**config.mk**
```make
export PLATFORM = sky130hd
export DESIGN_NAME = dram_arbiter
export DESIGN_NICKNAME = d
export VERILOG_FILES = /design/src/rtl/dram_arbiter.sv
export SDC_FILE = /design/constraint.sdc
export NUM_CORES = 1
export LEC_CHECK = 0
export ABC_AREA = 1
export CORE_AREA = 2 2 104 106
export CTS_BUF_LIST = sky130_fd_sc_hd__clkbuf_2 sky130_fd_sc_hd__clkbuf_4 sky130_fd_sc_hd__clkbuf_8
export DETAILED_ROUTE_END_ITERATION = 8
export DIE_AREA = 0 0 106 108
export GPL_TIMING_DRIVEN = 1
export PLACE_DENSITY_LB_ADDON = 0.3
export REMOVE_ABC_BUFFERS = 1
export SKIP_CTS_REPAIR_TIMING = 1
export SYNTH_ARGS = -nofsm -noshare
export SYNTH_HDL_FRONTEND = slang
export SYNTH_SLANG_ARGS = --single-unit
export TNS_END_PERCENT = 100
```
**constraint.sdc**
```tcl
create_clock -name CLK -period 2 [get_ports CLK]
set_input_delay 0.5 -clock CLK [delete_from_list [all_inputs] [get_ports CLK]]
set_output_delay 0.5 -clock CLK [all_outputs]
set_load 0.02 [all_outputs]
```
**src/rtl/dram_arbiter.sv**
```systemverilog
// Two-port DRAM arbiter: I-cache and D-cache share one burst channel.
// Round-robin grant, one-cycle command strobe, BURST_LEN-beat transfers.
module dram_arbiter #(
   parameter int BURST_LEN = 8,
   parameter int CNT_W     = 4
) (
   input  logic        CLK,
   input  logic        RESET,
   input  logic        I_req,
   input  logic [31:0] I_addr,
   output logic [31:0] I_data,
   output logic        I_valid,
   input  logic        D_req,
   input  logic        D_we,
   input  logic [31:0] D_addr,
   input  logic [31:0] D_wdata,
   output logic        D_wnext,
   output logic [31:0] D_data,
   output logic        D_valid,
   output logic        DRAM_cmd,
   output logic        DRAM_we,
   output logic [31:0] DRAM_addr,
   output logic [31:0] DRAM_wdata,
   input  logic [31:0] DRAM_rdata,
   input  logic        DRAM_rvalid,
   input  logic        DRAM_wready,
   output logic        busy
);

   typedef enum logic [1:0] {
      IDLE,
      CMD,
      XFER,
      RELEASE
   } state_t;

   localparam logic [CNT_W-1:0] LAST = CNT_W'(BURST_LEN - 1);

   state_t           state;
   logic             gnt_d;
   logic             last_d;
   logic [CNT_W-1:0] cnt;

   logic win_d;
   logic any_req;
   logic gnt_req;
   logic xfer;
   logic beat;

   // D wins if alone, or on a tie when I held the last grant.
   assign any_req = I_req | D_req;
   assign win_d   = D_req & (~I_req | ~last_d);
   assign gnt_req = gnt_d ? D_req : I_req;
   assign xfer    = (state == XFER);

   // Beats only count in XFER and only in the granted direction.
   assign I_valid = xfer & ~DRAM_we & ~gnt_d & DRAM_rvalid;
   assign D_valid = xfer & ~DRAM_we & gnt_d & DRAM_rvalid;
   assign D_wnext = xfer & DRAM_we & DRAM_wready;
   assign beat    = I_valid | D_valid | D_wnext;

   assign I_data     = DRAM_rdata;
   assign D_data     = DRAM_rdata;
   assign DRAM_wdata = D_wdata;

   // Grant FSM with registered command/address/busy outputs.
   always_ff @(posedge CLK or negedge RESET) begin
      if (!RESET) begin
         state     <= IDLE;
         gnt_d     <= 1'b0;
         last_d    <= 1'b0;
         cnt       <= '0;
         DRAM_cmd  <= 1'b0;
         DRAM_we   <= 1'b0;
         DRAM_addr <= '0;
         busy      <= 1'b0;
      end else begin
         unique case (state)
            IDLE: begin
               if (any_req) begin
                  gnt_d     <= win_d;
                  last_d    <= win_d;
                  DRAM_addr <= win_d ? D_addr : I_addr;
                  DRAM_we   <= win_d & D_we;
                  DRAM_cmd  <= 1'b1;
                  busy      <= 1'b1;
                  state     <= CMD;
               end
            end
            CMD: begin
               DRAM_cmd <= 1'b0;
               state    <= XFER;
            end
            XFER: begin
               if (beat) begin
                  if (cnt == LAST) begin
                     cnt   <= '0;
                     state <= RELEASE;
                  end else begin
                     cnt <= cnt + 1'b1;
                  end
               end
            end
            RELEASE: begin
               if (!gnt_req) begin
                  busy  <= 1'b0;
                  state <= IDLE;
               end
            end
            default: state <= IDLE;
         endcase
      end
   end

endmodule

```
======== Word level (Yosys, flattened, before mapping) ========
Index checks and enable logic that the tools add are counted.
Widths: inputs -> output; s select.
word-level totals
  register bits after elaboration ......... 42
  output and inout port bits .............. 134
cells by class
  $add $sub $neg .......................... 1
  equality and inequality tests ........... 8
  muxes and demuxes ....................... 12
  bitwise operators ....................... 16
  reduce and logical (&&, ||, !) cells .... 8
operators by type and width
  kind                 number
  $mux 32              1
  $and 1x1->1          9
  $mux 2               4
  $pmux 2 s4           1
  $reduce_and 2->1     3
  $add 4x1->4 const B  1
  $eq 2x2->1 const B   2
  $eq 4x3->1 const B   1
  $mux 4               1
  $ne 2x1->1 const B   2
  $ne 2x2->1 const B   2
  $or 1x1->1           4
  $pmux 1 s2           2
  $reduce_and 4->1     1
  $reduce_bool 2->1    2
  $mux 1               3
  $not 1->1            3
  $reduce_and 3->1     1
  $eq 2x1->1 const B   1
  $logic_not 2->1      1

======== Longest topological paths before layout ========
  depth in word-level cells ............... 8
  gate-level depth with buffers ........... 7

======== Least setup slack after synthesis ========
OpenSTA, ideal clock, no wires.
  kind .................................... register to output
  start point ............................. register state[0]
  end point ............................... output port D_valid
  data arrival time ....................... 1104 ps
  path slack .............................. 396 ps
  stages on the path, launching flop included .. 5
  buffers on the path ..................... 0
  path through ............................ dfrtp_1 -> inv_1 -> ha_1 -> nand3_1 -> nor2_1
on the way
  longest elaborated chain between the ends .. 4
RTL lines
  element                   line  RTL
  start, declared           39    state_t state;
  start signal, assigned    69    state <= IDLE;
  start signal, assigned    87    state <= CMD;
  start signal, assigned    92    state <= XFER;
  $eq 2x2->1                54    assign xfer = (state == XFER);
  $and 1x1->1 (3 in a row)  58    assign D_valid = xfer & ~DRAM_we & gnt_d & DRAM_rvalid;
  end, declared             19    output logic D_valid,
No other way between the ends.

======== Final worst setup path ========
  start point ............................. input port DRAM_rvalid
  end point ............................... output port I_valid
on the way
  longest elaborated chain between the ends .. 1
RTL lines
  element          line  RTL
  start, declared  25    input logic DRAM_rvalid,
  $and 1x1->1      57    assign I_valid = xfer & ~DRAM_we & ~gnt_d & DRAM_rvalid;
  end, declared    12    output logic I_valid,
No other way between the ends.

==> results by group <==
Setup path
  – CP arrival: around 1400 ps
  – Crit path required time: about 1500 ps
  – Crit path max fanout: 3
  – Worst r2r path cells: 7
  – Worst r2r dst: DRAM_addr[28]$_DFFE_PN0P_
  – Worst setup SP type: primary input
  – Reg2reg start: state[1]$_DFFE_PN0P_
  – Setup crit end kind: output pin
  – R2R Setup Slk: 340 ps
  – Crit path kind: primary input to output pin

Power
  – NetSw: 0.002061 W
  – Static leakage: roughly 1.5 nW
  – Seq pwr share: 0.304
  – Clock group share of total power: 0.119
  – Comb power frac: 0.578
  – Max VDD drop: 424.9 uV
  – P per Cell Area: 1409 nW/um^2
  – Internal power: 0.002928 W
  – Sw Share: 0.4131

Global route
  – Vias in the first global route: roughly 2.3k
  – First-pass GRT wire length: between 15,000 and 20,000 um
  – Total GRT Usage: 0.2512
  – Global route total overflow: 0
  – Largest net degree at the start of global routing: 44
  – Initial antenna violation count: 0

Worst hold path
  – Worst hold path type: primary input to asynchronous set/reset pin

STA
  – Setup TNS: 0 ps
  – Fin. Hold Viols: 0
  – Worst Clk Skew: 6.424 ps
  – Unrepaired setup endpoints after global routing: false
  – Rel. slew slack: 0.6178
  – Slew Viols, Final: 0
  – Fin crit share: 0.9611
  – Worst slew pin tran: 573.3 ps
  – Final worst path period need: between 1500 and 2000 ps
  – Max Fclk: between 0.5 and 0.6 GHz
  – Final count of negative-setup-slack endpoints: 0
  – Final WS setup: 77.71 ps

Cells and area
  – Share of cells above drive strength 1: 0.1315
  – Antenna fix cells: 0
  – Nets@finish: 504
  – Final core utilization: 0.3460
  – Commonest non-fill, non-tap cell in the layout: clkdlybuf4s50_1
  – Most frequent cells in the layout: clkdlybuf4s50_1, nand2_1, dfrtp_1
  – Fin area: 3540 sq um
  – Layout area overhead: 23.00%

Route
  – Drt drc: 0
  – DRT Pass-1 Iters: 4
  – Vias: 2,338
  – Drt wl/cell: 28.98 um
  – Drt total wl: 14,520 um
  – Drt via density: between 4 and 5
  – 1st-iter DRT viols: 54
  – Post-DRT Antenna Nets: 0

Clock tree
  – Clock buffer depth: 2
  – Clk_lat worst skew: 290 ps
  – Root Driver: clkbuf_8
  – Clk sinks: 42
  – TritonCTS clock tree: built
  – Clk slew on worst S/H paths: ~90 ps
  – Max H-tree Level: 2
  – Number of buffers created by CTS: 5

Synth
  – Largest area contributor in the netlist: dfrtp_1
  – Syn Area/Cell: 8.293 sq um
  – Cell count after synthesis: 347
  – Netlist cell types: 21
  – Synth top area cells: dfrtp_1, buf_4, nand2_1, a31oi_2, nor2_1
  – Seq/Total Area, Yosys: 0.3652
  – Area share of the largest cell type after synthesis: 0.3652
  – Warning count from the yosys run: 0
  – Flops & latches, synth: 42
  – Cell area after synthesis: 2878 sq um

Floorplan
  – Die Ht: 108 um
  – Core area: 10,230 sq um
  – I/O Pins: 269
  – Die Area: 11,450 sq um
  – Row count: 37
  – Starting Density: 0.2813
  – Die Span X: 106 um

Placed design
  – Place WS: -424.6 ps
  – Area after DPL: 3447 sq um
  – Buffers on Ports: 108
  – DP HPWL: 12,750 um
  – Placer Congestion: 0.8642

Outcome
  – Status: finished, final reports clean

Flow run
  – Max-Cap Viols: 0
## worst max-delay path, stage by stage
cell and delay (ps):
clkdlybuf4s50_1 500, nand3_2 120, nor2_2 130, clkbuf_2 180
## registers in the layout, indices dropped and copies added, names as in the netlist
| register | cells |
|---|---|
| DRAM_addr | 32 |
| cnt | 4 |
| state | 2 |
| DRAM_cmd | 1 |
| DRAM_we | 1 |
| busy | 1 |
| last_d | 1 |
## logic make-up after synthesis
family / share of synthesized area
compound gates: 0.1283
xor+xnor: 0.003044
fa+ha+maj: 0.02174
buf+inv: 0.2996
flops: 0.3652
simple gates: 0.1822
## layer usage
layer | part of all wire | GRT usage | up-vias
met5 | 0.017 | 0.1563 | -
met4 | 0.075 | 0.1664 | 6
met3 | 0.26 | 0.3014 | 36
met2 | 0.40 | 0.3636 | 251
met1 | 0.24 | 0.1708 | 994
li1 | - | - | 1051
## power groups by stage
stage,clock (W),combinational (W),sequential (W)
6_report,0.000592,0.00288,0.00151
5_1_grt,0.000659,0.00315,0.00158
4_1_cts,0.000625,0.00291,0.00152
3_5_place_dp,0,0.00290,0.00153
3_3_place_gp,0,0.00289,0.00152
2_1_floorplan,0,0.00111,0.00196
## cell usage after synthesis (all sizes together)
| cell type | number |
|---|---|
| buf | 109 |
| nand2 | 83 |
| dfrtp | 42 |
| nor2 | 37 |
| a31oi | 32 |
| inv | 14 |
| nand3 | 12 |
| o21ai | 7 |
| ha | 5 |
| a21o | 1 |
| a21oi | 1 |
| nor3 | 1 |
| o21a | 1 |
| or2 | 1 |
| xor2 | 1 |
## worst max-delay path by stage
stage | slack (ps) | end | cells past startpoint | start
after floorplan | 120 | busy$_DFFE_PN0P_ | 6 | state[0]$_DFFE_PN0P_
after global placement | -440 | I_valid | 4 | DRAM_rvalid
after detailed placement | -420 | I_valid | 4 | DRAM_rvalid
after CTS | -440 | I_valid | 4 | DRAM_rvalid
after global routing | 4 | D_wnext | 6 | state[0]$_DFFE_PN0P_
final | 80 | I_valid | 4 | DRAM_rvalid
## area by class of cell
type                            instances  area (sq um)
Inverter                               14         52.55
Tap cell                              136         170.2
Sequential cell                        42          1051
Clock buffer                            6         82.58
Clock inverter                          2         12.51
Timing Repair Buffer                  119          1196
Fill cell                            1106          6691
Multi-Input combinational cell        182         974.7
## metrics by stage
stage | cells | hold slack, ps | total power [W]
2_1_floorplan | 238 | 204.4 | 0.003071
3_3_place_gp | 493 | 506.0 | 0.004405
3_5_place_dp | 493 | 507.2 | 0.004430
4_1_cts | 501 | 304.8 | 0.005052
5_1_grt | 501 | 320.6 | 0.005389
6_report | 501 | 284.7 | 0.004989
Note: power is estimated with default switching activity, not from simulation.
